==> src/rtl/prio_code_fifo_if.sv <==
// prio_code_fifo_if
// Groups the encoder-side sample inputs and the consumer-side handshake of
// prio_code_fifo into one bundle.
//   Y, valid       : registered encoder code and its qualifier
//   out_code       : code at the FIFO head (0 while out_valid = 0)
//   out_valid      : head entry present
//   out_ready      : consumer accepts the head this cycle
//   count          : entries held, 0..DEPTH
//   full, empty    : decoded from count
//   overflow       : sticky, set when an event is dropped
//   ovf_cnt        : saturating dropped-event count (PRIO_FIFO_OVF_CNT_EN only)
// Handshake: a head entry transfers on every rising edge where
// out_valid && out_ready. out_valid depends on stored state only and never on
// out_ready, and out_ready is ignored while out_valid = 0.
// Modports: master = encoder + consumer side (testbench), slave = the FIFO.
interface prio_code_fifo_if #(
  parameter int DEPTH = 4,
  parameter int W     = 2
);
  localparam int CW = $clog2(DEPTH) + 1;

  logic [W-1:0]  Y;
  logic          valid;
  logic [W-1:0]  out_code;
  logic          out_valid;
  logic          out_ready;
  logic [CW-1:0] count;
  logic          full;
  logic          empty;
  logic          overflow;
`ifdef PRIO_FIFO_OVF_CNT_EN
  logic [7:0]    ovf_cnt;
`endif

  modport master (
    output Y, valid, out_ready,
    input  out_code, out_valid, count, full, empty, overflow
`ifdef PRIO_FIFO_OVF_CNT_EN
    , input ovf_cnt
`endif
  );

  modport slave (
    input  Y, valid, out_ready,
    output out_code, out_valid, count, full, empty, overflow
`ifdef PRIO_FIFO_OVF_CNT_EN
    , output ovf_cnt
`endif
  );
endinterface

==> src/rtl/prio_code_fifo.sv <==
// prio_code_fifo
// Samples the priority encoder's registered code/valid every cycle, turns new
// requests (rising valid or a code change while valid) into single events, and
// queues each event's code in a DEPTH-entry FIFO drained over valid/ready.
// Ports:
//   clk  : rising-edge clock
//   rst  : synchronous active-high reset; discards all queued entries
//   bus  : prio_code_fifo_if.slave (see interface file for signal list)
// Optional feature: define PRIO_FIFO_OVF_CNT_EN to add the 8-bit saturating
// ovf_cnt output. Without it the port and its logic are absent.
module prio_code_fifo #(
  parameter int DEPTH = 4,
  parameter int W     = 2
) (
  input  logic           clk,
  input  logic           rst,
  prio_code_fifo_if.slave bus
);
  localparam int AW = $clog2(DEPTH);
  localparam int CW = AW + 1;

  logic          prev_valid_q, prev_valid_d;
  logic [W-1:0]  prev_code_q,  prev_code_d;
  logic [W-1:0]  mem_q [DEPTH];
  logic [W-1:0]  mem_d [DEPTH];
  logic [AW-1:0] wr_ptr_q, wr_ptr_d;
  logic [AW-1:0] rd_ptr_q, rd_ptr_d;
  logic [CW-1:0] count_q,  count_d;
  logic          overflow_q, overflow_d;

  logic ev, push, pop, drop, full, empty;

  assign full  = (count_q == CW'(DEPTH));
  assign empty = (count_q == '0);

  // A held request is one event; a code change while valid stays high is a new one.
  assign ev   = bus.valid && (!prev_valid_q || (bus.Y != prev_code_q));
  assign pop  = !empty && bus.out_ready;
  // When full, a same-cycle pop frees the slot the push writes into.
  assign push = ev && (!full || pop);
  assign drop = ev && full && !pop;

  always_comb begin
    prev_valid_d = bus.valid;
    prev_code_d  = bus.Y;
    mem_d        = mem_q;
    wr_ptr_d     = wr_ptr_q;
    rd_ptr_d     = rd_ptr_q;
    count_d      = count_q;
    overflow_d   = overflow_q | drop;

    if (push) begin
      mem_d[wr_ptr_q] = bus.Y;
      wr_ptr_d        = wr_ptr_q + AW'(1);
    end
    if (pop) begin
      rd_ptr_d = rd_ptr_q + AW'(1);
    end
    case ({push, pop})
      2'b10:   count_d = count_q + CW'(1);
      2'b01:   count_d = count_q - CW'(1);
      default: count_d = count_q;
    endcase
  end

  always_ff @(posedge clk) begin
    if (rst) begin
      prev_valid_q <= 1'b0;
      prev_code_q  <= '0;
      for (int i = 0; i < DEPTH; i++) mem_q[i] <= '0;
      wr_ptr_q     <= '0;
      rd_ptr_q     <= '0;
      count_q      <= '0;
      overflow_q   <= 1'b0;
    end else begin
      prev_valid_q <= prev_valid_d;
      prev_code_q  <= prev_code_d;
      mem_q        <= mem_d;
      wr_ptr_q     <= wr_ptr_d;
      rd_ptr_q     <= rd_ptr_d;
      count_q      <= count_d;
      overflow_q   <= overflow_d;
    end
  end

  assign bus.out_valid = !empty;
  assign bus.out_code  = empty ? '0 : mem_q[rd_ptr_q];
  assign bus.count     = count_q;
  assign bus.full      = full;
  assign bus.empty     = empty;
  assign bus.overflow  = overflow_q;

`ifdef PRIO_FIFO_OVF_CNT_EN
  logic [7:0] ovf_cnt_q, ovf_cnt_d;

  // Saturates at 255 so a long overflow burst never wraps back to a small count.
  always_comb begin
    ovf_cnt_d = ovf_cnt_q;
    if (drop && (ovf_cnt_q != 8'hFF)) ovf_cnt_d = ovf_cnt_q + 8'd1;
  end

  always_ff @(posedge clk) begin
    if (rst) ovf_cnt_q <= 8'd0;
    else     ovf_cnt_q <= ovf_cnt_d;
  end

  assign bus.ovf_cnt = ovf_cnt_q;
`endif
endmodule

==> src/flat_wrapper.sv <==
// flat-port wrapper written by rule: the top's interface ports become plain ports
module prio_code_fifo_flat 
#(
  parameter int DEPTH = 4,
  parameter int W     = 2
)
  (clk, rst, bus_Y, bus_valid, bus_out_ready, bus_out_code, bus_out_valid, bus_count, bus_full, bus_empty, bus_overflow);
  prio_code_fifo_if #(.DEPTH(DEPTH), .W(W)) bus_i ();
  input  logic clk;
  input  logic rst;
  input wire logic [$bits(bus_i.Y)-1:0] bus_Y;
  input wire logic [$bits(bus_i.valid)-1:0] bus_valid;
  input wire logic [$bits(bus_i.out_ready)-1:0] bus_out_ready;
  output wire logic [$bits(bus_i.out_code)-1:0] bus_out_code;
  output wire logic [$bits(bus_i.out_valid)-1:0] bus_out_valid;
  output wire logic [$bits(bus_i.count)-1:0] bus_count;
  output wire logic [$bits(bus_i.full)-1:0] bus_full;
  output wire logic [$bits(bus_i.empty)-1:0] bus_empty;
  output wire logic [$bits(bus_i.overflow)-1:0] bus_overflow;
  assign bus_i.Y = bus_Y;
  assign bus_i.valid = bus_valid;
  assign bus_i.out_ready = bus_out_ready;
  assign bus_out_code = bus_i.out_code;
  assign bus_out_valid = bus_i.out_valid;
  assign bus_count = bus_i.count;
  assign bus_full = bus_i.full;
  assign bus_empty = bus_i.empty;
  assign bus_overflow = bus_i.overflow;
  prio_code_fifo #(.DEPTH(DEPTH), .W(W)) u_core (.clk(clk), .rst(rst), .bus(bus_i));
endmodule
==> config.mk <==
export PLATFORM = sky130hd
export DESIGN_NAME = prio_code_fifo_flat
export DESIGN_NICKNAME = d
export VERILOG_FILES = /design/src/rtl/prio_code_fifo_if.sv /design/src/rtl/prio_code_fifo.sv /design/src/flat_wrapper.sv
export SDC_FILE = /design/constraint.sdc
export NUM_CORES = 1
export LEC_CHECK = 0
export CELL_PAD_IN_SITES_DETAIL_PLACEMENT = 0
export CELL_PAD_IN_SITES_GLOBAL_PLACEMENT = 1
export CORE_MARGIN = 1.5
export CORE_UTILIZATION = 42
export CTS_BUF_LIST = sky130_fd_sc_hd__clkbuf_8
export DETAILED_ROUTE_END_ITERATION = 6
export PLACE_DENSITY_LB_ADDON = 0.1
export RECOVER_POWER = 25
export SYNTH_ARGS = -nofsm -noshare
export SYNTH_HDL_FRONTEND = slang
export SYNTH_SLANG_ARGS = --single-unit
==> constraint.sdc <==
create_clock -name clk -period 3.3 [get_ports clk]
set_clock_uncertainty 0.1 [all_clocks]
set_input_delay 0.825 -clock clk [delete_from_list [all_inputs] [get_ports clk]]
set_output_delay 0.825 -clock clk [all_outputs]
set_load 0.03 [all_outputs]
==> results of run 1 <==
==> synth_stat cells (2+ instances only) <==
cell,number,area share
inv_1,10,0.040
nand2b_1,10,0.066
ha_1,5,0.066
clkbuf_1,2,0.0079
and2_1,2,0.013
a21oi_1,4,0.021
nand3_1,7,0.037
xnor2_1,3,0.028
nor2_1,7,0.028
dfxtp_1,19,0.40
mux4_2,2,0.048
a21o_1,2,0.016
xor2_1,3,0.028
mux2i_1,8,0.085
==> cell type report <==
| class | instances | area (um^2) | share of cell area |
|---|---|---|---|
| clock buffer | 3 | 41.3 | 0.0357 |
| multi-input combinational | 63 | 504 | 0.436 |
| clock inverter | 1 | 3.75 | 0.00325 |
| inverter | 10 | 37.5 | 0.0325 |
| tap | 27 | 33.8 | 0.0292 |
| timing repair buffer | 16 | 155 | 0.134 |
| sequential | 19 | 380 | 0.329 |
==> kinds of logic after synthesis <==
| group | synth area share |
|---|---|
| buffers and inverters | 0.0648 |
| AOI/OAI and AO/OA | 0.0648 |
| adders and majority gates | 0.0873 |
| xor gates and xnor gates | 0.0556 |
| DFF | 0.402 |
| and+or+nand+nor | 0.193 |
| muxes | 0.132 |
==> worst min path at each step <==
stage                                        start                             end  depth (start not counted)
detailed placement  u_core.bus.overflow$_SDFF_PP0_  u_core.bus.overflow$_SDFF_PP0_                          2
CTS                 u_core.bus.overflow$_SDFF_PP0_  u_core.bus.overflow$_SDFF_PP0_                          2
global placement    u_core.bus.overflow$_SDFF_PP0_  u_core.bus.overflow$_SDFF_PP0_                          2
global route          u_core.mem_q[1]$_SDFFE_PP0P_    u_core.mem_q[1]$_SDFFE_PP0P_                          2
floorplan             u_core.mem_q[2]$_SDFFE_PP0P_    u_core.mem_q[2]$_SDFFE_PP0P_                          2
finish              u_core.bus.overflow$_SDFF_PP0_  u_core.bus.overflow$_SDFF_PP0_                          2
==> metrics by stage <==
step                power, mW  instance area [um^2]  hold slack [ps]  cells  worst slack, ps
global route            0.908                  1160              408    139              211
detailed placement      0.703                  1110              358    135             82.0
finish                  0.845                  1160              365    139              342
floorplan               0.579                   946              349     96              493
CTS                     0.860                  1160              374    139              338
global placement        0.699                  1110              350    135              113
==> metal layers <==
| metal | global-route usage | vias up |
|---|---|---|
| li1 | - | 345 |
| met1 | 0.191 | 300 |
| met2 | 0.235 | 12 |
| met3 | 0.0357 | 2 |
| met4 | 0.0541 | 0 |
| met5 | 0 | - |
==> placed cells by master (no fill, tap or decap) <==
cell type        instances
a21o_1                   2
a21oi_1                  4
a21oi_2                  1
a31oi_2                  1
and2_1                   2
and2_4                   1
and3_1                   1
buf_4                    2
clkbuf_8                 3
clkdlybuf4s50_1         12
dfxtp_1                 19
dlygate4sd3_1            2
fa_1                     1
ha_1                     5
inv_1                   11
mux2i_1                  8
mux4_2                   2
nand2_1                  1
nand2b_1                10
nand3_1                  7
nor2_1                   7
o21ai_0                  1
or3_1                    1
or3_2                    1
or4b_4                   1
xnor2_1                  3
xor2_1                   3
==> critical path, cell delays in order <==
cell             delay [ps]
clkdlybuf4s50_1         440
or4b_4                  500
nand2_1                  70
ha_1                    180
inv_1                    60
fa_1                    370
xor2_1                  160
or3_1                   300
a21oi_1                 130
==> power by group through the flow <==
stage / clock [mW] / combinational, mW / sequential [mW]
floorplan: 0 / 0.249 / 0.330
global placement: 0 / 0.394 / 0.305
detailed placement: 0 / 0.397 / 0.306
CTS: 0.160 / 0.399 / 0.301
global route: 0.169 / 0.433 / 0.306
finish: 0.152 / 0.394 / 0.300
==> flip-flops by register name, summed over array words and instances, names as in the netlist <==
name,flops
u_core.rd_ptr_q,2
u_core.bus.overflow,1
u_core.bus.count,3
u_core.mem_q,8
u_core.prev_code_q,2
u_core.wr_ptr_q,2
u_core.prev_valid_q,1
==> qor.yml, run 1 <==
pwr:
  pwr_density_cell_mw_per_mm2: 731
  p_int_mw: 0.526
  p_leak_nw: 0.514
  p_seq_frac: 0.355
  ir_worst_vdd_v: 0.000370
  swShare: 0.378
  power.share.combinational: 0.466
  p_clk_frac: 0.180
  p_switching_mw: 0.320
worst_setup_path:
  r2r-end: "u_core.bus.count[2]$_SDFFE_PP0P_"
  startpoint_type: "input port"
  critPathMaxFanout: 3
  startpoint: "bus_out_ready"
  reg2reg_slack_ps: 960
  r2r_cells: 8
  cp-end-kind: "flop"
  required_ps: 3380
  critPathArrivalTime_ps: 3040
  rr_startpoint: "u_core.bus.count[0]$_SDFFE_PP0P_"
  cp-endpoint: "u_core.bus.count[2]$_SDFFE_PP0P_"
  worstSetupPathType: "input port to flop"
routing:
  met1_length_um: 764
  num_vias: 659
  drc: 0
  route.met2.wl_um: 713
  ant_nets: 0
  drt-total-wl_um: 1540
  via_per_inst: 4.74
  wire_per_inst_um: 11.1
  firstDrtPassIters: 3
  met3_length_um: 52
  drt_iter0_markers: 5
  routed.top_layer: "met4"
synthesis:
  synth_area_um2: 946
  yosys_warnings: 0
  syn-num-nets: 108
  yosysUniqueCellTypes: 26
  yosysSeqAreaShare: 0.402
  synthCells: 96
  synth_top_flop_cell: "dfxtp_1"
  async_flop_share: 0
  postSynthAreaPerCell_um2: 9.85
  synth-edff-count: 0
  ys_ff_latch: 19
sta:
  finalSetupViolCount: 0
  min_period_over_period: 0.896
  hold_viol_final: 0
  maxSlewHeadroom: 0.601
  rsz0062_at_grt: "false"
  post-route-min-period_ps: 2960
  slew_viol_final: 0
  tightest_slew_ps: 596
  setup_tns_ps: 0
  fmax_ghz: 0.338
clock_network:
  hold_buffers: 0
  clockBufferDepth: 2
  cts_root_buffer: "clkbuf_8"
  cts.htree.levels: 1
  postCtsSetupBuffers: 0
  cts_tree: "built"
  cts_sinks: 19
  clock_latency_ps: 250
  cts.repair.resized: 0
  clkTransAtPathRegs_ps: 70
  cts_buffers: 3
global_route:
  grt_pass1_wl_um: 2810
  grt_pass1_vias: 637
  grt_max_degree: 20
  track_usage: 0.147
  grt_antenna_before_repair: 0
  overflow: 0
floorplan:
  rows: 16
  fp.dieW_um: 50.5
  core-area_mm2: 0.00204
  io_pins: 15
  die_height_um: 50.5
  initial_utilization: 0.463
  fp.dieArea_mm2: 0.00255
job:
  maxCapViolCount: 0
hold_path:
  min_path_type: "flop to flop"
placed_design:
  dp_hpwl_um: 1170
  gp_congestion: 0.719
  io_buffers: 14
cells_and_area:
  syn_to_final_growth_pct: 22.2
  insertedDiodeCount: 0
  drive_gt1_frac: 0.107
  nNetsFinal: 125
  finish.utilization: 0.566
  fill_cells: 200
outcome:
  status: "finished, final reports clean"
(Power assumes the default switching activity.)
==> run 2: changes to the inputs <==
- CTS_BUF_LIST: sky130_fd_sc_hd__clkbuf_8 -> sky130_fd_sc_hd__clkbuf_4
- PLACE_DENSITY: default -> 0.84
- PLACE_DENSITY_LB_ADDON: 0.1 -> default
==> run 2 against run 1 <==
  * Non-clock buffer count stayed put
  * Die area did not move
  * Utilization fell by 1.0 points
  * Count of clock-buffer cells in the layout grew 1
  * Combinational power barely moved
  * Cell count did not move
  * Final area shrank 1.8%
  * Clock power is 18% lower
  * Maximum frequency is 3.2% lower
==> qor.yml, run 2 (synthesis gave the netlist of run 1 again) <==
floorplan:
  rows: 16  # unchanged
  initial_utilization: 0.463  # unchanged
  die_height_um: 50.5  # unchanged
  core-area_mm2: 0.00204  # unchanged
  io_pins: 15  # unchanged
  fp.dieArea_mm2: 0.00255  # unchanged
  fp.dieW_um: 50.5  # unchanged
sta:
  fmax_ghz: 0.327  # -3.2%
  slew_viol_final: 0  # unchanged
  finalSetupViolCount: 0  # unchanged
  setup_tns_ps: 0  # unchanged
  timing.hold.ws_ps: 377  # +12.3 ps
  post-route-min-period_ps: 3060  # +98.9 ps
  setup_slack_ps: 243  # -98.9 ps
  maxSlewHeadroom: 0.613  # +0.0119
  rsz0062_at_grt: "false"
  min_period_over_period: 0.926  # +0.0300
  hold_viol_final: 0  # unchanged
  tightest_slew_ps: 579  # -17.8 ps
cells_and_area:
  final_common_cell: "dfxtp_1"
  mostFrequentLayoutCells: "dfxtp_1, clkdlybuf4s50_1, inv_1, nand2b_1, mux2i_1"
  largest_register_ffs: 8  # unchanged
  nNetsFinal: 125  # unchanged
  final_cell_area_mm2: 0.00113  # -1.8%
  syn_to_final_growth_pct: 20.0
  drive_gt1_frac: 0.107  # unchanged
  finish.utilization: 0.556  # -0.0104
  insertedDiodeCount: 0  # unchanged
  stdcell_count: 139  # unchanged
  top_register: "u_core.mem_q"
clock_network:
  cts.htree.levels: 1  # unchanged
  cts.repair.resized: 0  # unchanged
  hold_buffers: 0  # unchanged
  cts_tree: "built"
  cts_root_buffer: "clkbuf_4"
  cts_buffers: 3  # unchanged
  clock_latency_ps: 300  # +50 ps
  postCtsSetupBuffers: 0  # unchanged
  cts_sinks: 19  # unchanged
  clockBufferDepth: 2  # unchanged
  clkTransAtPathRegs_ps: 100  # +30 ps
pwr:
  pwr_density_cell_mw_per_mm2: 721  # -1.3%
  p_leak_nw: 0.502  # -2.4%
  power_mw: 0.819  # -3.2%
  ir_worst_vdd_v: 0.000335  # -9.6%
hold_path:
  hold_path_startpoint: "u_core.bus.overflow$_SDFF_PP0_"
  min_path_type: "flop to flop"
placed_design:
  gp_congestion: 0.711  # -1.1%
  dp_slack_ps: 54.6  # -27.3 ps
  placed_cells: 135  # unchanged
  dp_hpwl_um: 1210  # +2.8%
  io_buffers: 14  # unchanged
  dpl_cell_area_mm2: 0.00111  # unchanged
routing:
  met1_length_um: 766  # +0.26%
  via_per_inst: 4.88  # +3.0%
  ant_nets: 0  # unchanged
  num_vias: 679  # +3.0%
  drt_iter0_markers: 11  # +6
  firstDrtPassIters: 4  # +1
  wire_per_inst_um: 11.3  # +1.8%
  drc: 0  # unchanged
  met3_length_um: 99  # +90%
  drt-total-wl_um: 1570  # +1.8%
  routed.top_layer: "met4"
  route.met2.wl_um: 678  # -4.9%
worst_setup_path:
  critPathArrivalTime_ps: 3180  # +140 ps
  rr_startpoint: "u_core.bus.count[0]$_SDFFE_PP0P_"
  required_ps: 3430  # +50 ps
  startpoint_type: "input port"
  startpoint: "bus_out_ready"
  worstSetupPathType: "input port to flop"
  critPathMaxFanout: 3  # unchanged
  cp-end-kind: "flop"
job:
  maxCapViolCount: 0  # unchanged
global_route:
  track_usage: 0.148  # +0.00126
  overflow: 0  # unchanged
  grt_pass1_wl_um: 2770  # -1.5%
  grt_pass1_vias: 624  # -2.0%
  grt_max_degree: 20  # unchanged
  grt_antenna_before_repair: 0  # unchanged
outcome:
  status: "finished, final reports clean"
## run 2: changes by cell type in the layout (fill, tap and decap cells not counted)
cell | before | now
a31oi_1 | 0 | 1
clkbuf_8 | 3 | 0
clkbuf_4 | 0 | 4
inv_1 | 11 | 10
a31oi_2 | 1 | 0
## run 2: worst paths after layout
check | endpoint | slack, ps | cells past startpoint
max | u_core.bus.count[2]$_SDFFE_PP0P_ | 240 | 9
min | u_core.bus.overflow$_SDFF_PP0_ | 380 | 2
min reg2reg | u_core.bus.overflow$_SDFF_PP0_ | 380 | 2
max reg2reg | u_core.bus.count[2]$_SDFFE_PP0P_ | 930 | 8
## run 2: report_power, final
| group | leakage, nW | internal, mW | total (mW) | switching (mW) |
|---|---|---|---|---|
| clock network | 0.0184 | 0.0553 | 0.125 | 0.0694 |
| registers | 0.155 | 0.263 | 0.302 | 0.0385 |
| logic | 0.328 | 0.179 | 0.392 | 0.213 |
## run 2: cell type report
| class | instances | area (um^2) |
|---|---|---|
| clock buffer | 4 | 30.0 |
| inverter | 10 | 37.5 |
| multi-input combinational | 63 | 498 |
| tap | 27 | 33.8 |
| timing repair buffer | 16 | 155 |
| sequential | 19 | 380 |
| fill | 198 | 907 |
## run 2: worst max-delay path, stage by stage
cell	delay, ps
dlygate4sd3_1	570
or4b_4	500
nand2_1	80
ha_1	180
inv_1	60
fa_1	370
xor2_1	150
or3_1	310
a21oi_1	140
## run 2: layer usage
| metal | global-route usage | vias up |
|---|---|---|
| met5 | 0 | - |
| met4 | 0.0811 | 0 |
| met3 | 0.0357 | 2 |
| met2 | 0.235 | 21 |
| met1 | 0.184 | 310 |
| li1 | - | 346 |
